**config.mk**
```make
export PLATFORM = sky130hd
export DESIGN_NAME = sram_pingpong_ctrl
export DESIGN_NICKNAME = d
export VERILOG_FILES = /design/src/rtl/sram_pingpong_ctrl.sv
export SDC_FILE = /design/constraint.sdc
export NUM_CORES = 1
export LEC_CHECK = 0
export ABC_AREA = 1
export CAP_MARGIN = 20
export CORE_MARGIN = 2
export CORE_UTILIZATION = 40
export CTS_CLUSTER_SIZE = 14
export DETAILED_ROUTE_END_ITERATION = 16
export GPL_TIMING_DRIVEN = 0
export PLACE_DENSITY = 0.74
export SYNTH_ARGS = -nofsm -noshare
export SYNTH_HDL_FRONTEND = slang
export SYNTH_SLANG_ARGS = --single-unit
```
**constraint.sdc**
```tcl
create_clock -name clk -period 3 [get_ports clk]
set_clock_uncertainty 0.1 [all_clocks]
set_input_delay 0.6 -clock clk [delete_from_list [all_inputs] [get_ports clk]]
set_output_delay 0.6 -clock clk [all_outputs]
set_load 0.01 [all_outputs]
```
**src/rtl/sram_pingpong_ctrl.sv**
```systemverilog
// sram_pingpong_ctrl
// Ping-pong controller in front of a single-port double-buffered SRAM.
// One buffer fills from the input stream while the other drains, one tile at
// a time, to a small output FIFO. The shared SRAM port carries at most one
// access per cycle. When both a write and a read are possible, the two
// alternate.
module sram_pingpong_ctrl #(
    parameter int ADDR_WIDTH = 8,
    parameter int DATA_WIDTH = 8,
    parameter int TILE_LEN   = 16
) (
    input  logic                  clk,
    input  logic                  rst,
    input  logic                  in_valid,
    output logic                  in_ready,
    input  logic [DATA_WIDTH-1:0] in_data,
    output logic                  out_valid,
    input  logic                  out_ready,
    output logic [DATA_WIDTH-1:0] out_data,
    output logic                  out_last,
    output logic                  sram_we,
    output logic [ADDR_WIDTH-1:0] sram_addr,
    output logic [DATA_WIDTH-1:0] sram_din,
    output logic                  sram_sel,
    input  logic [DATA_WIDTH-1:0] sram_dout,
    output logic [1:0]            buf_full
);

    typedef enum logic {
        GRANT_R = 1'b0,
        GRANT_W = 1'b1
    } grant_t;

    localparam logic [ADDR_WIDTH-1:0] LAST_IDX = ADDR_WIDTH'(TILE_LEN - 1);
    localparam logic [ADDR_WIDTH-1:0] CNT_ONE  = ADDR_WIDTH'(1);

    // Buffer bookkeeping
    logic [1:0]            full;
    logic                  wr_buf;
    logic                  rd_buf;
    logic [ADDR_WIDTH-1:0] wr_cnt;
    logic [ADDR_WIDTH-1:0] rd_cnt;
    grant_t                last_grant;

    // Read pipeline: one read may be in flight while its data comes back
    logic                  rd_inflight;
    logic                  rd_tag;
    logic [ADDR_WIDTH-1:0] rd_addr_q;
    logic                  rd_sel_q;

    // Two-entry output FIFO of {last, data}
    logic [DATA_WIDTH-1:0] fifo_data [2];
    logic                  fifo_last [2];
    logic                  fifo_wp;
    logic                  fifo_rp;
    logic [1:0]            fifo_count;

    logic [1:0] outstanding;
    logic       rd_elig;
    logic       wr_elig;
    logic       wr_grant;
    logic       rd_grant;
    logic       fifo_push;
    logic       fifo_pop;

    // The FIFO count plus the in-flight read never exceeds two, so the 2-bit
    // sum cannot wrap.
    assign outstanding = fifo_count + {1'b0, rd_inflight};
    assign rd_elig     = full[rd_buf] && (outstanding < 2'd2);
    assign wr_elig     = !full[wr_buf];

    // When both sides are eligible, a read goes next if the previous grant
    // was a write. This gives alternation without looking at in_valid.
    assign in_ready = !rst && wr_elig && !(rd_elig && (last_grant == GRANT_W));
    assign wr_grant = in_valid && in_ready;
    assign rd_grant = rd_elig && !wr_grant;

    assign fifo_push = rd_inflight;
    assign out_valid = (fifo_count != 2'd0);
    assign fifo_pop  = out_valid && out_ready;

    assign buf_full = full;

    // The head entry is visible only while the FIFO holds data. Stale
    // storage never reaches the output.
    assign out_data = out_valid ? fifo_data[fifo_rp] : '0;
    assign out_last = out_valid && fifo_last[fifo_rp];

    // Steer the SRAM port to the write, the read, or an idle hold of the last read address
    always_comb begin
        // NOTE: every always_comb output gets a default first, so no path can infer a latch.
        sram_we   = 1'b0;
        sram_sel  = rd_sel_q;
        sram_addr = rd_addr_q;
        sram_din  = '0;
        if (wr_grant) begin
            sram_we   = 1'b1;
            sram_sel  = wr_buf;
            sram_addr = wr_cnt;
            sram_din  = in_data;
        end else if (rd_grant) begin
            sram_sel  = rd_buf;
            sram_addr = rd_cnt;
        end
    end

    // Buffer fill/drain pointers, full flags, arbitration history and read tracking
    always_ff @(posedge clk or posedge rst) begin
        if (rst) begin
            full        <= 2'b00;
            wr_buf      <= 1'b0;
            rd_buf      <= 1'b0;
            wr_cnt      <= '0;
            rd_cnt      <= '0;
            last_grant  <= GRANT_R;
            rd_inflight <= 1'b0;
            rd_tag      <= 1'b0;
            rd_addr_q   <= '0;
            rd_sel_q    <= 1'b0;
        end else begin
            // NOTE: sequential state uses non-blocking assignments only, so every read in this block sees pre-edge values.
            if (wr_grant) begin
                last_grant <= GRANT_W;
                if (wr_cnt == LAST_IDX) begin
                    full[wr_buf] <= 1'b1;
                    wr_buf       <= ~wr_buf;
                    wr_cnt       <= '0;
                end else begin
                    wr_cnt <= wr_cnt + CNT_ONE;
                end
            end

            if (rd_grant) begin
                last_grant <= GRANT_R;
                rd_addr_q  <= rd_cnt;
                rd_sel_q   <= rd_buf;
                if (rd_cnt == LAST_IDX) begin
                    // The final read is already issued, so the buffer is free for refill.
                    full[rd_buf] <= 1'b0;
                    rd_buf       <= ~rd_buf;
                    rd_cnt       <= '0;
                end else begin
                    rd_cnt <= rd_cnt + CNT_ONE;
                end
            end

            rd_inflight <= rd_grant;
            rd_tag      <= rd_grant && (rd_cnt == LAST_IDX);
        end
    end

    // Output FIFO pointers and occupancy
    always_ff @(posedge clk or posedge rst) begin
        if (rst) begin
            fifo_wp    <= 1'b0;
            fifo_rp    <= 1'b0;
            fifo_count <= 2'd0;
        end else begin
            if (fifo_push) begin
                fifo_wp <= ~fifo_wp;
            end
            if (fifo_pop) begin
                fifo_rp <= ~fifo_rp;
            end
            case ({fifo_push, fifo_pop})
                2'b10:   fifo_count <= fifo_count + 2'd1;
                2'b01:   fifo_count <= fifo_count - 2'd1;
                default: fifo_count <= fifo_count;
            endcase
        end
    end

    // Output FIFO storage: capture returning SRAM data with its last tag
    // NOTE: storage has no reset; the outputs are gated by out_valid, so an un-reset entry is never observed.
    always_ff @(posedge clk) begin
        if (fifo_push) begin
            fifo_data[fifo_wp] <= sram_dout;
            fifo_last[fifo_wp] <= rd_tag;
        end
    end

endmodule

```
==> flow_summary.toml <==
[worst_setup_path]
reg2reg_from = "rd_cnt[0]$_DFFE_PP0P_"
cp_slowest_cell = "clkdlybuf4s50_1"
cp-end-kind = "output port"
cp.required_ns = 2.30
cp_data_arrival_time_ns = 2.23
critical_path.cell_chain = "dlygate4sd2_1, clkinvlp_4, nand2_1, a21oi_2, nand3_4, buf_6, nor2_1, clkdlybuf4s50_1"
path_class = "in2out"
startpoint = "rst"
start_kind = "input port"
crit_fanout = 10
max_stage_delay_ns = 0.53

[sta]
slew_headroom_pct = 42.74
hold_violations = 0
report.final.slew_viol_count = 0
fmax_mhz = 341.6
setup_viol = 0
whs_ns = 0.3624
final.setup.tns_ns = 0
period_needed_ns = 2.927
layout_setup_ws_ns = 0.07269
worst_pin_slew_ns = 0.8542
min_period_over_period_pct = 97.58

[power_and_ir_drop]
leakage_nw = 1.746
combPwrFrac_pct = 49.4
powerDensity_nw_per_um2 = 889.1
clockPowerShare_pct = 13.1
swShare_pct = 39.91
p_switching_mw = 1.222
irDropWorstVdd_mv = 0.3670
p_int_mw = 1.840
seqPwrFrac_pct = 37.4
p_total_mw = 3.062

[place]
dp_slack_ns = -1.038
io_buffers = 50
place_congestion = 0.8156
dpl.hpwl_mm = 4.187
place_area_um2 = 3299

[synth]
synthArstFlopShare_pct = 66.67
yosysUniqueCellTypes = 32
ys.flop_type = "dfrtp_1"
syn_inst = 315
synth-edff-count = 18
ys_warn_count = 0
postSynthAreaPerCell_um2 = 8.568
syn_nets = 338
syn_area_um2 = 2699
ys_seq_elements = 54
yosysSeqAreaShare_pct = 53.41

[detailed_routing]
totalWireLength_mm = 5.881
ant_nets = 0
drtIter0Drc = 125
drt_pass1_iterations = 4
wl_per_cell_um = 12.87
drcViolationCount = 0
via_per_inst = 4.858
vias = 2220

[floorplan]
rows = 29
fp.dieH_um = 86.14
core_um2 = 6422
die_w_um = 86.14
io_pins = 51
fp.dieArea_um2 = 7420
initial_core_util_pct = 42.02

[clock_tree]
clkTransAtPathRegs_ns = 0.10
cts_buffers = 5
htree_num_levels = 2
holdBufCountCts = 0
cts.sinks = 54
cts_root_buffer = "clkbuf_8"
insertion_delay_ns = 0.30
cts.path.max_buffers = 2
tritoncts = "built"

[grt]
antenna_found_initial = 0
grt_util_all_layers_pct = 17.37
grt_pass1_vias = 2310
grt_pass1_wl_mm = 10.17
overflow = 0
grt_max_degree = 19

[finish]
final_nets = 402
antennaDiodeCount = 0
fillers = 589
design_area_um2 = 3445
syn2layout_area_growth_pct = 27.63
drive_gt1_share_pct = 9.474

[flow_run]
max-cap-violations = 0

[worst_hold_path]
hold_class = "reg2reg"
min_from = "rd_tag$_DFF_PP0_"

[outcome]
status = "complete, no violations"
sequential cells by signal (all words and copies together), names as in the netlist, 2 cells and up:
signal / cells
fifo_data: 16
wr_cnt: 8
rd_addr_q: 8
buf_full: 2
fifo_last: 2
fifo_count: 2
rd_cnt: 8
per-stage QoR:
step	instances	utilization [%]
after floorplan	315	-
final	457	53.63
after CTS	456	53.32
after detailed placement	442	51.37
after global routing	457	53.63
after global placement	442	51.37
critical path: cells and delay by family:
family / cells / cell delay, ns
compound gates: 1 / 0.17
simple gates: 3 / 0.32
buf+inv: 4 / 1.12
power by group through the flow:
| stage | clock network (mW) | logic (mW) | registers [mW] |
|---|---|---|---|
| 4_1_cts | 0.413 | 1.53 | 1.15 |
| 5_1_grt | 0.447 | 1.71 | 1.18 |
| 3_3_place_gp | 0 | 1.54 | 1.14 |
| 2_1_floorplan | 0 | 0.961 | 1.12 |
| 6_report | 0.402 | 1.51 | 1.15 |
| 3_5_place_dp | 0 | 1.58 | 1.16 |
synthesized netlist by cell type, drive strengths merged, types with 3 or more instances:
master / n / area, um^2
nand2: 91 / 354.1
inv: 46 / 172.7
dfrtp: 36 / 900.9
nand3: 27 / 152.7
nor2: 23 / 88.84
edfxtp: 18 / 540.5
a21oi: 16 / 83.83
o21ai: 13 / 65.06
xor2: 10 / 87.58
buf: 8 / 63.80
and2: 6 / 37.54
nor3: 4 / 20.02
clkbuf: 3 / 15.02
ha: 3 / 37.54
nand4: 3 / 18.77
xnor2: 3 / 26.28
layer usage:
layer / vias up / track usage, % / share of wire, %
met3: 6 / 3.272 / 4.8
met5: - / 0 / 0
met4: 0 / 5.916 / 1.4
li1: 1113 / - / -
met2: 71 / 30.16 / 49
met1: 1030 / 21.66 / 45
placed cells by master, fill, tap and decap left out, types with 2 or more instances in the layout:
cell,synthesis,final
nand2_1,88,88
inv_1,45,44
dfrtp_1,36,36
clkdlybuf4s50_1,0,32
nand3_1,25,25
nor2_1,22,22
edfxtp_1,18,18
a21oi_1,15,15
o21ai_0,12,12
xor2_1,10,10
buf_4,2,8
dlymetal6s2s_1,0,8
dlygate4sd2_1,0,7
and2_1,6,6
clkbuf_8,0,5
buf_6,3,4
nor3_1,4,4
nand4_1,3,3
xnor2_1,3,3
ha_1,3,3
clkbuf_2,0,3
clkinvlp_4,0,2
clkbuf_1,2,2
buf_2,3,2
nand2_2,2,2
cells by family after synthesis:
kind of cell	count (synthesis)	share of synthesized area (%)
flops	54	53.41
simple gates	156	25.45
compound gates	31	6.073
xor+xnor	13	4.219
fa+ha+maj	3	1.391
buf+inv	58	9.457
path summary, 6_finish.rpt:
check | end | slack [ns] | cells past startpoint
hold reg to reg | fifo_last[0]$_DFFE_PP_ | 0.36 | 0
setup / recovery | sram_din[5] | 0.07 | 8
min in group asynchronous | rd_cnt[2]$_DFFE_PP0P_ | 0.48 | 3
max in group asynchronous | fifo_count[1]$_DFFE_PP0P_ | 1.85 | 2
hold / removal | fifo_last[0]$_DFFE_PP_ | 0.36 | 0
setup reg to reg | rd_buf$_DFFE_PP0P_ | 1.04 | 6
cell type report:
| class | count | area, um^2 | share of cell area, % |
|---|---|---|---|
| Clock inverter | 3 | 21.27 | 0.6175 |
| Clock buffer | 5 | 68.82 | 1.998 |
| Sequential cell | 54 | 1441 | 41.85 |
| Tap cell | 77 | 96.34 | 2.797 |
| Multi-Input combinational cell | 203 | 1002 | 29.10 |
| Timing Repair inverter | 1 | 5.005 | 0.1453 |
| Timing Repair Buffer | 56 | 541.8 | 15.73 |
| Buffer | 11 | 85.08 | 2.470 |
| Inverter | 47 | 182.7 | 5.303 |
repair_timing:
action / 4_1_cts / 5_1_grt
resized for setup: 12 / 15
buffers inserted: 5 / 1
pin swaps: 2 / 1
setup endpoints to repair: 19 / 11
gates cloned: 1 / 0
(Power assumes the default switching activity.)
